`src/rtl/core_pkg.sv`:
```
`default_nettype none
// +----------------------------------------------------------------------+
// | core_pkg : shared types and field constants for the 9-bit core       |
// | rev 1.0                                                              |
// +----------------------------------------------------------------------+
package core_pkg;

    localparam int INSTR_W = 9;
    localparam int OPC_HI  = 8;
    localparam int OPC_LO  = 6;
    localparam int BOFF_W  = 6;

    typedef enum logic [2:0] {
        OP_ADD    = 3'd0,
        OP_SHIFT  = 3'd1,
        OP_LOAD   = 3'd2,
        OP_STORE  = 3'd3,
        OP_LOGIC  = 3'd4,
        OP_BRANCH = 3'd5,
        OP_MOV    = 3'd6,
        OP_HALT   = 3'd7
    } opcode_e;

    typedef enum logic [1:0] {
        ST_IDLE   = 2'd0,
        ST_FETCH  = 2'd1,
        ST_EXEC   = 2'd2,
        ST_HALTED = 2'd3
    } state_e;

    function automatic opcode_e getOpcode(input logic [INSTR_W-1:0] code);
        return opcode_e'(code[OPC_HI:OPC_LO]);
    endfunction

endpackage
`default_nettype wire

```
`src/rtl/instr_decode.sv`:
```
`default_nettype none
// +----------------------------------------------------------------------+
// | instr_decode : combinational opcode -> control strobe decode         |
// | rev 1.0                                                              |
// +----------------------------------------------------------------------+
module instr_decode
    import core_pkg::*;
(
    input  logic [INSTR_W-1:0] machCode,
    input  logic               exValid,
    output logic               isShift,
    output logic               isAdd,
    output logic               isBranch,
    output logic               regWrite,
    output logic               memRead,
    output logic               memWrite
);

    always_comb begin
        isShift  = 1'b0;
        isAdd    = 1'b0;
        isBranch = 1'b0;
        regWrite = 1'b0;
        memRead  = 1'b0;
        memWrite = 1'b0;
        if (exValid) begin
            case (getOpcode(machCode))
                OP_ADD:    begin isAdd = 1'b1;   regWrite = 1'b1; end
                OP_SHIFT:  begin isShift = 1'b1; regWrite = 1'b1; end
                OP_LOAD:   begin memRead = 1'b1; regWrite = 1'b1; end
                OP_STORE:  memWrite = 1'b1;
                OP_LOGIC:  regWrite = 1'b1;
                OP_BRANCH: isBranch = 1'b1;
                OP_MOV:    regWrite = 1'b1;
                OP_HALT:   ;
            endcase
        end
    end

endmodule
`default_nettype wire

```
`src/rtl/instr_fetch_decode.sv`:
```
`default_nettype none
// +----------------------------------------------------------------------+
// | instr_fetch_decode : PC, fetch register, two-cycle FETCH/EXEC control |
// | rev 1.0                                                              |
// +----------------------------------------------------------------------+
module instr_fetch_decode
    import core_pkg::*;
#(
    parameter int          PC_W     = 8,
    parameter int unsigned START_PC = 0,
    parameter int          CNT_W    = 16
) (
    input  logic               Clk,
    input  logic               Reset_n,
    input  logic               Start,
    input  logic [INSTR_W-1:0] imem_data,
    input  logic               zero_flag,
    input  logic               stall,
    output logic [PC_W-1:0]    imem_addr,
    output logic [INSTR_W-1:0] mach_code,
    output logic               isShift,
    output logic               isAdd,
    output logic               isBranch,
    output logic               regWrite,
    output logic               memRead,
    output logic               memWrite,
    output logic               ex_valid,
    output logic               Done,
    output logic [CNT_W-1:0]   instr_count
);

    localparam logic [PC_W-1:0] c_startPc = PC_W'(START_PC);

    state_e              r_state, w_nextState;
    logic [PC_W-1:0]     r_pc, w_nextPc;
    logic [INSTR_W-1:0]  r_machCode, w_nextCode;
    logic [CNT_W-1:0]    r_count, w_nextCount;
    logic [CNT_W-1:0]    w_countInc;
    logic [PC_W-1:0]     w_branchOff;
    logic                w_exValid;
    opcode_e             w_opcode;

    assign w_exValid   = (r_state == ST_EXEC);
    assign w_opcode    = getOpcode(r_machCode);
    assign w_branchOff = {{(PC_W-BOFF_W){r_machCode[BOFF_W-1]}}, r_machCode[BOFF_W-1:0]};
    // Counter sticks at all-ones rather than wrapping
    assign w_countInc  = (r_count == {CNT_W{1'b1}}) ? r_count : r_count + CNT_W'(1);

    always_comb begin
        w_nextState = r_state;
        w_nextPc    = r_pc;
        w_nextCode  = r_machCode;
        w_nextCount = r_count;
        case (r_state)
            ST_IDLE: begin
                if (Start) begin
                    w_nextPc    = c_startPc;
                    w_nextState = ST_FETCH;
                end
            end
            ST_FETCH: begin
                w_nextCode  = imem_data;
                w_nextState = ST_EXEC;
            end
            ST_EXEC: begin
                if (!stall) begin
                    w_nextCount = w_countInc;
                    if (w_opcode == OP_HALT) begin
                        w_nextState = ST_HALTED;
                    end else begin
                        w_nextState = ST_FETCH;
                        if (w_opcode == OP_BRANCH && zero_flag)
                            w_nextPc = r_pc + w_branchOff;
                        else
                            w_nextPc = r_pc + PC_W'(1);
                    end
                end
            end
            ST_HALTED: begin
                if (Start) begin
                    w_nextCount = '0;
                    w_nextPc    = c_startPc;
                    w_nextState = ST_FETCH;
                end
            end
            default: w_nextState = ST_IDLE;
        endcase
    end

    always_ff @(posedge Clk) begin
        if (!Reset_n) begin
            r_state    <= ST_IDLE;
            r_pc       <= c_startPc;
            r_machCode <= '0;
            r_count    <= '0;
        end else begin
            r_state    <= w_nextState;
            r_pc       <= w_nextPc;
            r_machCode <= w_nextCode;
            r_count    <= w_nextCount;
        end
    end

    instr_decode u_decode (
        .machCode (r_machCode),
        .exValid  (w_exValid),
        .isShift  (isShift),
        .isAdd    (isAdd),
        .isBranch (isBranch),
        .regWrite (regWrite),
        .memRead  (memRead),
        .memWrite (memWrite)
    );

    assign imem_addr   = r_pc;
    assign mach_code   = r_machCode;
    assign ex_valid    = w_exValid;
    assign Done        = (r_state == ST_HALTED);
    assign instr_count = r_count;

endmodule
`default_nettype wire

```
`config.mk`:
```
export PLATFORM = sky130hd
export DESIGN_NAME = instr_fetch_decode
export DESIGN_NICKNAME = d
export VERILOG_FILES = /design/src/rtl/core_pkg.sv /design/src/rtl/instr_decode.sv /design/src/rtl/instr_fetch_decode.sv
export SDC_FILE = /design/constraint.sdc
export NUM_CORES = 1
export LEC_CHECK = 0
export ABC_AREA = 0
export BUFFER_PORTS_ARGS = -buffer_cell sky130_fd_sc_hd__buf_2
export CORE_MARGIN = 5
export CORE_UTILIZATION = 56
export CTS_CLUSTER_SIZE = 24
export DETAILED_ROUTE_END_ITERATION = 8
export GPL_ROUTABILITY_DRIVEN = 0
export GPL_TIMING_DRIVEN = 0
export PLACE_DENSITY = 0.85
export SLEW_MARGIN = 20
export SYNTH_ARGS = -nofsm -noshare
export SYNTH_HDL_FRONTEND = slang
export SYNTH_SLANG_ARGS = --single-unit
```
`constraint.sdc`:
```
create_clock -name Clk -period 5.3 [get_ports Clk]
set_input_delay 1.06 -clock Clk [delete_from_list [all_inputs] [get_ports Clk]]
set_output_delay 1.06 -clock Clk [all_outputs]
set_load 0.03 [all_outputs]
```
==> results.txt, run 1 <==
register area share after synthesis -> 35.2%
Post-Synthesis Cells -> 219
critical path buffer and inverter count -> 1
nets -> 306
largest net degree at the start of global routing -> 11
Hold Buf Count CTS -> 0
most used cell, CP -> a21oi_1
Startpoint Class -> primary input
HP Start -> imem_addr[3]$_SDFFE_PN0P_
cells along the critical path -> buf_2 -> nor3b_2 -> nand2b_1 -> ha_1 -> fa_1 -> a21o_1 -> a21oi_1 -> o21bai_1 -> a21oi_1 -> xnor2_1 -> a22o_1
final count of hold timing violations -> 0
Combinational Power Share -> 38.2%
initial antenna violation count -> 0
Crit Path Max Fanout -> 6
Syn Nets -> 245
H-tree Lvls -> 2
RSZ-0062 raised after global routing -> false
Worst-Margin Slew -> 704 ps
pwr dens -> 308 nW/um2
drt via density -> 5.36
internal power -> 0.000443 W
drt wl/cell -> 12.9 um
Critical Path End Type -> register
Max Freq -> 354 MHz
Worst Setup SP -> zero_flag
Mapped Area -> 1990 um2
CTS Buf Count -> 5
Die H -> 69.7 um
clk slew on worst S/H paths -> 110 ps
Routed Antenna Nets -> 0
CTS tree -> yes
number of global-route vias before repair -> 1,616
Clock Sinks -> 35
GRT overflow -> 0
Setup violations, final -> 0
final wirelength -> 4.21 mm
worst slack at placement -> 2090 ps
status -> finished, final reports clean
Worst path slowest cell -> fa_1
Post-CTS Setup Repair Bufs -> 0
DPL Wire Length -> 3.29 mm
Clock Power Share -> 18.9%
ranking of synthesized cells by area -> dfxtp_1 (35%), ha_1 (6.9%), mux2i_1 (6.0%)
row cnt -> 21
Post-CTS Resized -> 0
HP Class -> register to register
flops & latches, synth -> 35
synth cell count leaders -> dfxtp_1 (35), nor2_1 (22), mux2i_1 (12)
Avg Cell Area, Syn -> 9.10 um2
gr usage total -> 17.8%
Slew headroom -> 53.1%
WP data required -> 5530 ps
switching fraction of total power -> 39.4%
die area -> 4850 um2
Max VDD drop -> 0.000255 V
post-layout minimum cycle time -> 2830 ps
Slew Limit Fails -> 0
Root Buffer -> clkbuf_4
Final Cycle Share -> 53.4%
setup TNS -> 0 ps
power share of the sequential group -> 42.9%
P&R area growth vs syn -> 19.0%
top-count cell post-synth -> dfxtp_1
Antenna diodes -> 0
Synth top area share -> 35.2%
CP peak stage delay -> 410 ps
PortBufs -> 54
prevailing post-synth register cell -> dfxtp_1
Final WS setup -> 2470 ps
clock skew -> 13.6 ps
Initial DRC Count -> 96
core area -> 3390 um2
arrival time of the worst setup path -> 3060 ps
first-pass GRT wire length -> 7.22 mm
die span in x -> 69.7 um
Pleak -> 1.06 nW
EDFF count, synth -> 0
reg2reg start -> mach_code[6]$_SDFFE_PN0N_
proportion of layout cells with a drive suffix above 1 -> 25.3%
# IOs -> 55
DRC viols -> 0
Psw -> 0.000288 W
DR pass1 iterations -> 4
Clock Tree Buf Depth -> 2
most area-hungry cell type in the Yosys netlist -> dfxtp_1
clock latency on the worst-skew pair -> 330 ps
Yosys cell types -> 49
Ys Warns -> 0
WS Path Type -> primary input to register
async set or reset register ratio after synthesis -> 0%
Initial Util -> 58.8%
family with the most delay on the worst path -> compound AO/OA/AOI/OAI gates
Max Cap Violations -> 0
via count -> 1,753
-- registers in the layout, indices dropped and copies added, names as in the netlist --
| name | flops |
|---|---|
| imem_addr | 8 |
| r_state | 2 |
| instr_count | 16 |
| mach_code | 9 |
-- metal layers --
metal / share of wire, % / vias up / GRT usage (%)
li1: - / 901 / -
met1: 47 / 804 / 23.3
met2: 46 / 43 / 28.8
met3: 5.9 / 5 / 4.35
met4: 1.1 / 0 / 5.74
met5: 0 / - / 0
-- through the flow --
step / total power, W / area (um2) / hold WS [ps] / cells / util [%]
final: 0.000731 / 2370 / 489 / 327 / 70.0
after global routing: 0.000779 / 2370 / 516 / 327 / 70.0
after CTS: 0.000740 / 2370 / 493 / 327 / 70.0
after detailed placement: 0.000601 / 2320 / 478 / 319 / 68.5
after global placement: 0.000594 / 2320 / 455 / 319 / 68.5
after floorplan: 0.000530 / 1990 / 492 / 219 / -
-- path summary, 6_finish.rpt --
| path | end | slack [ps] | cells after the start |
|---|---|---|---|
| setup reg to reg | imem_addr[6]$_SDFFE_PN0P_ | 2580 | 12 |
| setup / recovery | imem_addr[6]$_SDFFE_PN0P_ | 2470 | 11 |
| hold / removal | imem_addr[3]$_SDFFE_PN0P_ | 490 | 2 |
| hold reg to reg | imem_addr[3]$_SDFFE_PN0P_ | 490 | 2 |
-- layout by cell type, fill, tap and decap left out, types with 2 or more instances in the layout --
cell type	Yosys	routed
nor2_1	22	22
nand3_1	8	8
nor3_1	6	6
and3_1	2	2
nand4_1	9	9
o21bai_1	2	2
xnor2_1	9	9
clkbuf_4	0	5
a22oi_1	2	2
a22o_1	6	6
nand2b_1	4	4
and2_1	8	8
o22ai_1	2	2
a21oi_1	9	9
o21ai_0	3	3
inv_1	7	7
nand2_1	10	10
buf_2	1	55
xor2_1	8	8
nor2b_1	11	11
mux2i_1	12	12
o21a_1	3	3
o211ai_1	2	2
dfxtp_1	35	35
clkbuf_1	3	5
ha_1	11	11
-- cell families after synthesis --
| logic type | count (synthesis) | synth area share (%) |
|---|---|---|
| AO/OA/AOI/OAI | 36 | 13.2 |
| XOR/XNOR | 17 | 7.47 |
| adder cells (fa/ha/maj) | 12 | 7.91 |
| buffers and inverters | 14 | 3.64 |
| flip-flops | 35 | 35.2 |
| multiplexers | 12 | 6.03 |
| AND/OR/NAND/NOR | 93 | 26.6 |
-- worst register-to-register path: stages (launching register included) --
cell and delay [ps]:
dfxtp_1 340, clkbuf_2 210, nand2_1 100, nor3b_2 330, nand2b_1 110, ha_1 210, fa_1 410, a21o_1 180
a21oi_1 210, o21bai_1 90, a21oi_1 170, xnor2_1 80, a22o_1 190
-- power groups by stage --
| stage | Clock (W) | Combinational, W | Sequential (W) |
|---|---|---|---|
| floorplan | 0 | 0.000176 | 0.000353 |
| CTS | 0.000144 | 0.000282 | 0.000314 |
| global route | 0.000155 | 0.000306 | 0.000318 |
| finish | 0.000138 | 0.000279 | 0.000313 |
| global placement | 0 | 0.000276 | 0.000318 |
| detailed placement | 0 | 0.000281 | 0.000320 |
-- area by class of cell --
class	instances	area (um2)
Buffer	7	46.3
Timing Repair Buffer	54	270
Clock buffer	7	45.0
Clock inverter	1	5.00
Multi-Input combinational cell	170	1220
Inverter	7	26.3
Fill cell	297	1020
Sequential cell	35	701
Tap cell	46	57.6
Power figures use the tool's default switching activity.
==> run 2, diff against run 1 <==
ABC_AREA = 1   (was 0)
CORE_UTILIZATION = 53   (was 56)
PLACE_DENSITY = 0.8   (was 0.85)
clock period = 2.7 ns   (was 5.3 ns; I/O delays follow)
==> run 2 against run 1 <==
First-iteration DRC count rose by 31%. Clock-buffer cell count fell by 1. Flip-flop and latch count unchanged. Utilization fell by 4.6 points. Largest cell class unchanged. Critical path type is now register to register. Area after synthesis rose by 6.9%. Final area increased by 8.7%.
==> results.txt, run 2 <==
switching fraction of total power -> 41.5% (was 39.4%)
WP data required -> 2930 ps (was 5530 ps)
M1 GR Usage -> 23.6% (was 23.3%)
Fillers -> 375 (was 297)
Max VDD drop -> 0.000683 V (was 0.000255 V)
GRT overflow -> 0 (unchanged)
gr usage total -> 20.6% (was 17.8%)
Crit Path Max Fanout -> 8 (was 6)
synth cell count leaders -> nand2_1 (87), nor2_1 (49), inv_1 (38) (was dfxtp_1 (35), nor2_1 (22), mux2i_1 (12))
Psw -> 0.000783 W (was 0.000288 W)
R2R Setup Slk -> 340 ps (was 2580 ps)
max reg flops -> 16 (unchanged)
setup TNS -> 0 ps (unchanged)
internal power -> 0.00111 W (was 0.000443 W)
worst hold path depth -> 3 (was 2)
top-count cell post-synth -> nand2_1 (was dfxtp_1)
Hold Buf Count CTS -> 0 (unchanged)
fin util -> 65.3% (was 70.0%)
final wirelength -> 5.04 mm (was 4.21 mm)
clk slew on worst S/H paths -> 70 ps (was 110 ps)
power share of the sequential group -> 34.9% (was 42.9%)
async set or reset register ratio after synthesis -> 0% (unchanged)
Clock Sinks -> 35 (unchanged)
Clock Power Share -> 26.0% (was 18.9%)
area occupied by multi-input gates -> 1240 um2 (was 1220 um2)
family with the most delay on the worst path -> simple AND/OR/NAND/NOR gates (was compound AO/OA/AOI/OAI gates)
drt wl/cell -> 11.4 um (was 12.9 um)
Root Buffer -> clkbuf_8 (was clkbuf_4)
DP Cell Count -> 432 (was 319)
WS Path Type -> register to register (was primary input to register)
cells along the critical path -> nand4_1 -> or2_2 -> ha_1 -> fa_1 -> nand3_1 -> nand2_1 -> nand3_1 -> nand2_1 -> nand2_1 -> nand2_1 -> o21ai_1 (was buf_2 -> nor3b_2 -> nand2b_1 -> ha_1 -> fa_1 -> a21o_1 -> a21oi_1 -> o21bai_1 -> a21oi_1 -> xnor2_1 -> a22o_1)
status -> finished, final reports clean (unchanged)
die span in x -> 73.4 um (was 69.7 um)
Ys Warns -> 0 (unchanged)
Startpoint Class -> register (was primary input)
Clock Tree Buf Depth -> 2 (unchanged)
worst slack at placement -> 221 ps (was 2090 ps)
nets -> 415 (was 306)
ranking of synthesized cells by area -> dfxtp_1 (33%), nand2_1 (15%), nor2_1 (8.6%) (was dfxtp_1 (35%), ha_1 (6.9%), mux2i_1 (6.0%))
Max Freq -> 423 MHz
PortBufs -> 53 (was 54)
core area -> 3940 um2 (was 3390 um2)
clock skew -> 4.53 ps (was 13.6 ps)
Initial Util -> 54.0% (was 58.8%)
Design Area, Final -> 2580 um2 (was 2370 um2)
Final WS setup -> 336 ps (was 2470 ps)
Slew headroom -> 58.8% (was 53.1%)
critical path buffer and inverter count -> 0 (was 1)
Combinational Power Share -> 39.2% (was 38.2%)
clock latency on the worst-skew pair -> 290 ps (was 330 ps)
die area -> 5390 um2 (was 4850 um2)
initial antenna violation count -> 0 (unchanged)
arrival time of the worst setup path -> 2590 ps (was 3060 ps)
Post-CTS Resized -> 0 (unchanged)
CTS tree -> yes (unchanged)
grt met2 use -> 36.1% (was 28.8%)
Slew Limit Fails -> 0 (unchanged)
Post-Synthesis Cells -> 329 (was 219)
Post-Layout Cell Count -> 440 (was 327)
H-tree Lvls -> 2 (unchanged)
DPL Wire Length -> 3.83 mm (was 3.29 mm)
Worst path slowest cell -> dfxtp_1 (was fa_1)
Syn Nets -> 355 (was 245)
most used cell, CP -> nand2_1 (was a21oi_1)
Die H -> 73.4 um (was 69.7 um)
drt via density -> 5.02 (was 5.36)
Mapped Area -> 2130 um2 (was 1990 um2)
HP Start -> imem_data[0] (was imem_addr[3]$_SDFFE_PN0P_)
prevailing post-synth register cell -> dfxtp_1 (unchanged)
most common cell after layout, fill and taps aside -> nand2_1 (was buf_2)
Post-CTS Setup Repair Bufs -> 0 (unchanged)
FF/Latch Area -> 701 um2 (unchanged)
proportion of layout cells with a drive suffix above 1 -> 19.7% (was 25.3%)
Yosys cell types -> 28 (was 49)
Final Cycle Share -> 87.5%
final count of hold timing violations -> 0 (unchanged)
DRC viols -> 0 (unchanged)
# IOs -> 55 (unchanged)
Worst-Margin Slew -> 616 ps (was 704 ps)
row cnt -> 23 (was 21)
post-layout minimum cycle time -> 2360 ps
Antenna diodes -> 0 (unchanged)
DR pass1 iterations -> 4 (unchanged)
Max Cap Violations -> 0 (unchanged)
Routed Antenna Nets -> 0 (unchanged)
first-pass GRT wire length -> 8.78 mm (was 7.22 mm)
CTS Buf Count -> 5 (unchanged)
placed instance area -> 2460 um2 (was 2320 um2)
gr busiest metal -> met2 (unchanged)
P&R area growth vs syn -> 20.9% (was 19.0%)
Setup violations, final -> 0 (unchanged)
HP Class -> primary input to register (was register to register)
Pleak -> 1.28 nW (was 1.06 nW)
R2R Path End -> imem_addr[6]$_SDFFE_PN0P_ (unchanged)
met3 usage -> 4.51% (was 4.35%)
Synth top area share -> 32.9% (was 35.2%)
number of global-route vias before repair -> 2,085 (was 1,616)
Avg Cell Area, Syn -> 6.48 um2 (was 9.10 um2)
largest net degree at the start of global routing -> 12 (was 11)
WHS Endpoint -> mach_code[0]$_SDFFE_PN0N_ (was imem_addr[3]$_SDFFE_PN0P_)
worst-case reg-to-reg path depth -> 11 (was 12)
EDFF count, synth -> 0 (unchanged)
Initial DRC Count -> 126 (was 96)
CP peak stage delay -> 450 ps (was 410 ps)
most area-hungry cell type in the Yosys netlist -> dfxtp_1 (unchanged)
reg2reg start -> mach_code[6]$_SDFFE_PN0N_ (unchanged)
register area share after synthesis -> 32.9% (was 35.2%)
flops & latches, synth -> 35 (unchanged)
Critical Path End Type -> register (unchanged)
pwr dens -> 733 nW/um2 (was 308 nW/um2)
RSZ-0062 raised after global routing -> false (unchanged)
commonest non-fill, non-tap cells in the layout -> nand2_1 (87), buf_2 (55), nor2_1 (49), inv_1 (38), dfxtp_1 (35) (was buf_2 (55), dfxtp_1 (35), nor2_1 (22), mux2i_1 (12))
via count -> 2,208 (was 1,753)
-- run 2: changes by cell type in the layout (fill, tap and decap cells not counted), sizes merged, moves of 8 or more --
| cell | delta |
|---|---|
| o21ai | +18 |
| nand2 | +80 |
| nand3 | +13 |
| a21oi | +18 |
| and2 | -8 |
| nor2 | +32 |
| inv | +32 |
| xnor2 | -8 |
| nor2b | -11 |
| mux2i | -12 |
-- run 2: cells by family (layout without fill, tap and decap cells) --
logic type	after synthesis	in the layout	share of synthesized area, %
AND/OR/NAND/NOR	176	176	35.2
XOR/XNOR	7	7	2.88
AO/OA/AOI/OAI	52	52	12.6
adder cells (fa/ha/maj)	12	12	7.40
buffers and inverters	47	108	9.10
flip-flops	35	35	32.9
-- run 2: cell type report --
type / instances / area share [%]
sequential: 35 / 27.2
timing repair buffer: 53 / 10.3
clock inverter: 2 / 1.36
tap: 50 / 2.43
clock buffer: 6 / 3.21
multi-input combinational: 247 / 48.0
inverter: 39 / 5.68
buffer: 8 / 1.85
-- run 2: how the worst max path moves through the flow --
stage / cells past startpoint / to / slack, ps / startpoint
2_1_floorplan: 11 / imem_addr[6]$_SDFFE_PN0P_ / 400 / mach_code[6]$_SDFFE_PN0N_
3_3_place_gp: 12 / imem_addr[6]$_SDFFE_PN0P_ / 230 / zero_flag
3_5_place_dp: 12 / imem_addr[6]$_SDFFE_PN0P_ / 220 / zero_flag
4_1_cts: 11 / imem_addr[6]$_SDFFE_PN0P_ / 350 / mach_code[6]$_SDFFE_PN0N_
5_1_grt: 11 / imem_addr[6]$_SDFFE_PN0P_ / 170 / mach_code[6]$_SDFFE_PN0N_
6_report: 11 / imem_addr[6]$_SDFFE_PN0P_ / 340 / mach_code[6]$_SDFFE_PN0N_
-- run 2: power groups by stage --
stage | clock, W | sequential (W) | combinational, W
5_1_grt | 0.000531 | 0.000673 | 0.000820
2_1_floorplan | 0 | 0.000782 | 0.000422
6_report | 0.000491 | 0.000658 | 0.000740
3_3_place_gp | 0 | 0.000665 | 0.000727
4_1_cts | 0.000502 | 0.000657 | 0.000744
3_5_place_dp | 0 | 0.000668 | 0.000734
-- run 2: through the flow --
step,hold slack [ps],total power (W)
final,473,0.00189
after detailed placement,466,0.00140
after CTS,469,0.00190
after global routing,484,0.00202
after floorplan,471,0.00120
after global placement,464,0.00139
-- run 2: worst register-to-register path: stages (launching register included) --
cell     delay [ps]
dfxtp_1         450
nand4_1         310
or2_2           370
ha_1            210
fa_1            410
nand3_1          90
nand2_1          90
nand3_1          80
nand2_1          70
nand2_1          60
nand2_1          50
o21ai_1         120
-- run 2: metal layers --
| layer | vias to the layer above | share of wire, % |
|---|---|---|
| li1 | 1163 | - |
| met1 | 984 | 44 |
| met2 | 49 | 48 |
| met3 | 12 | 5.4 |
| met4 | 0 | 2.2 |
| met5 | - | 0 |
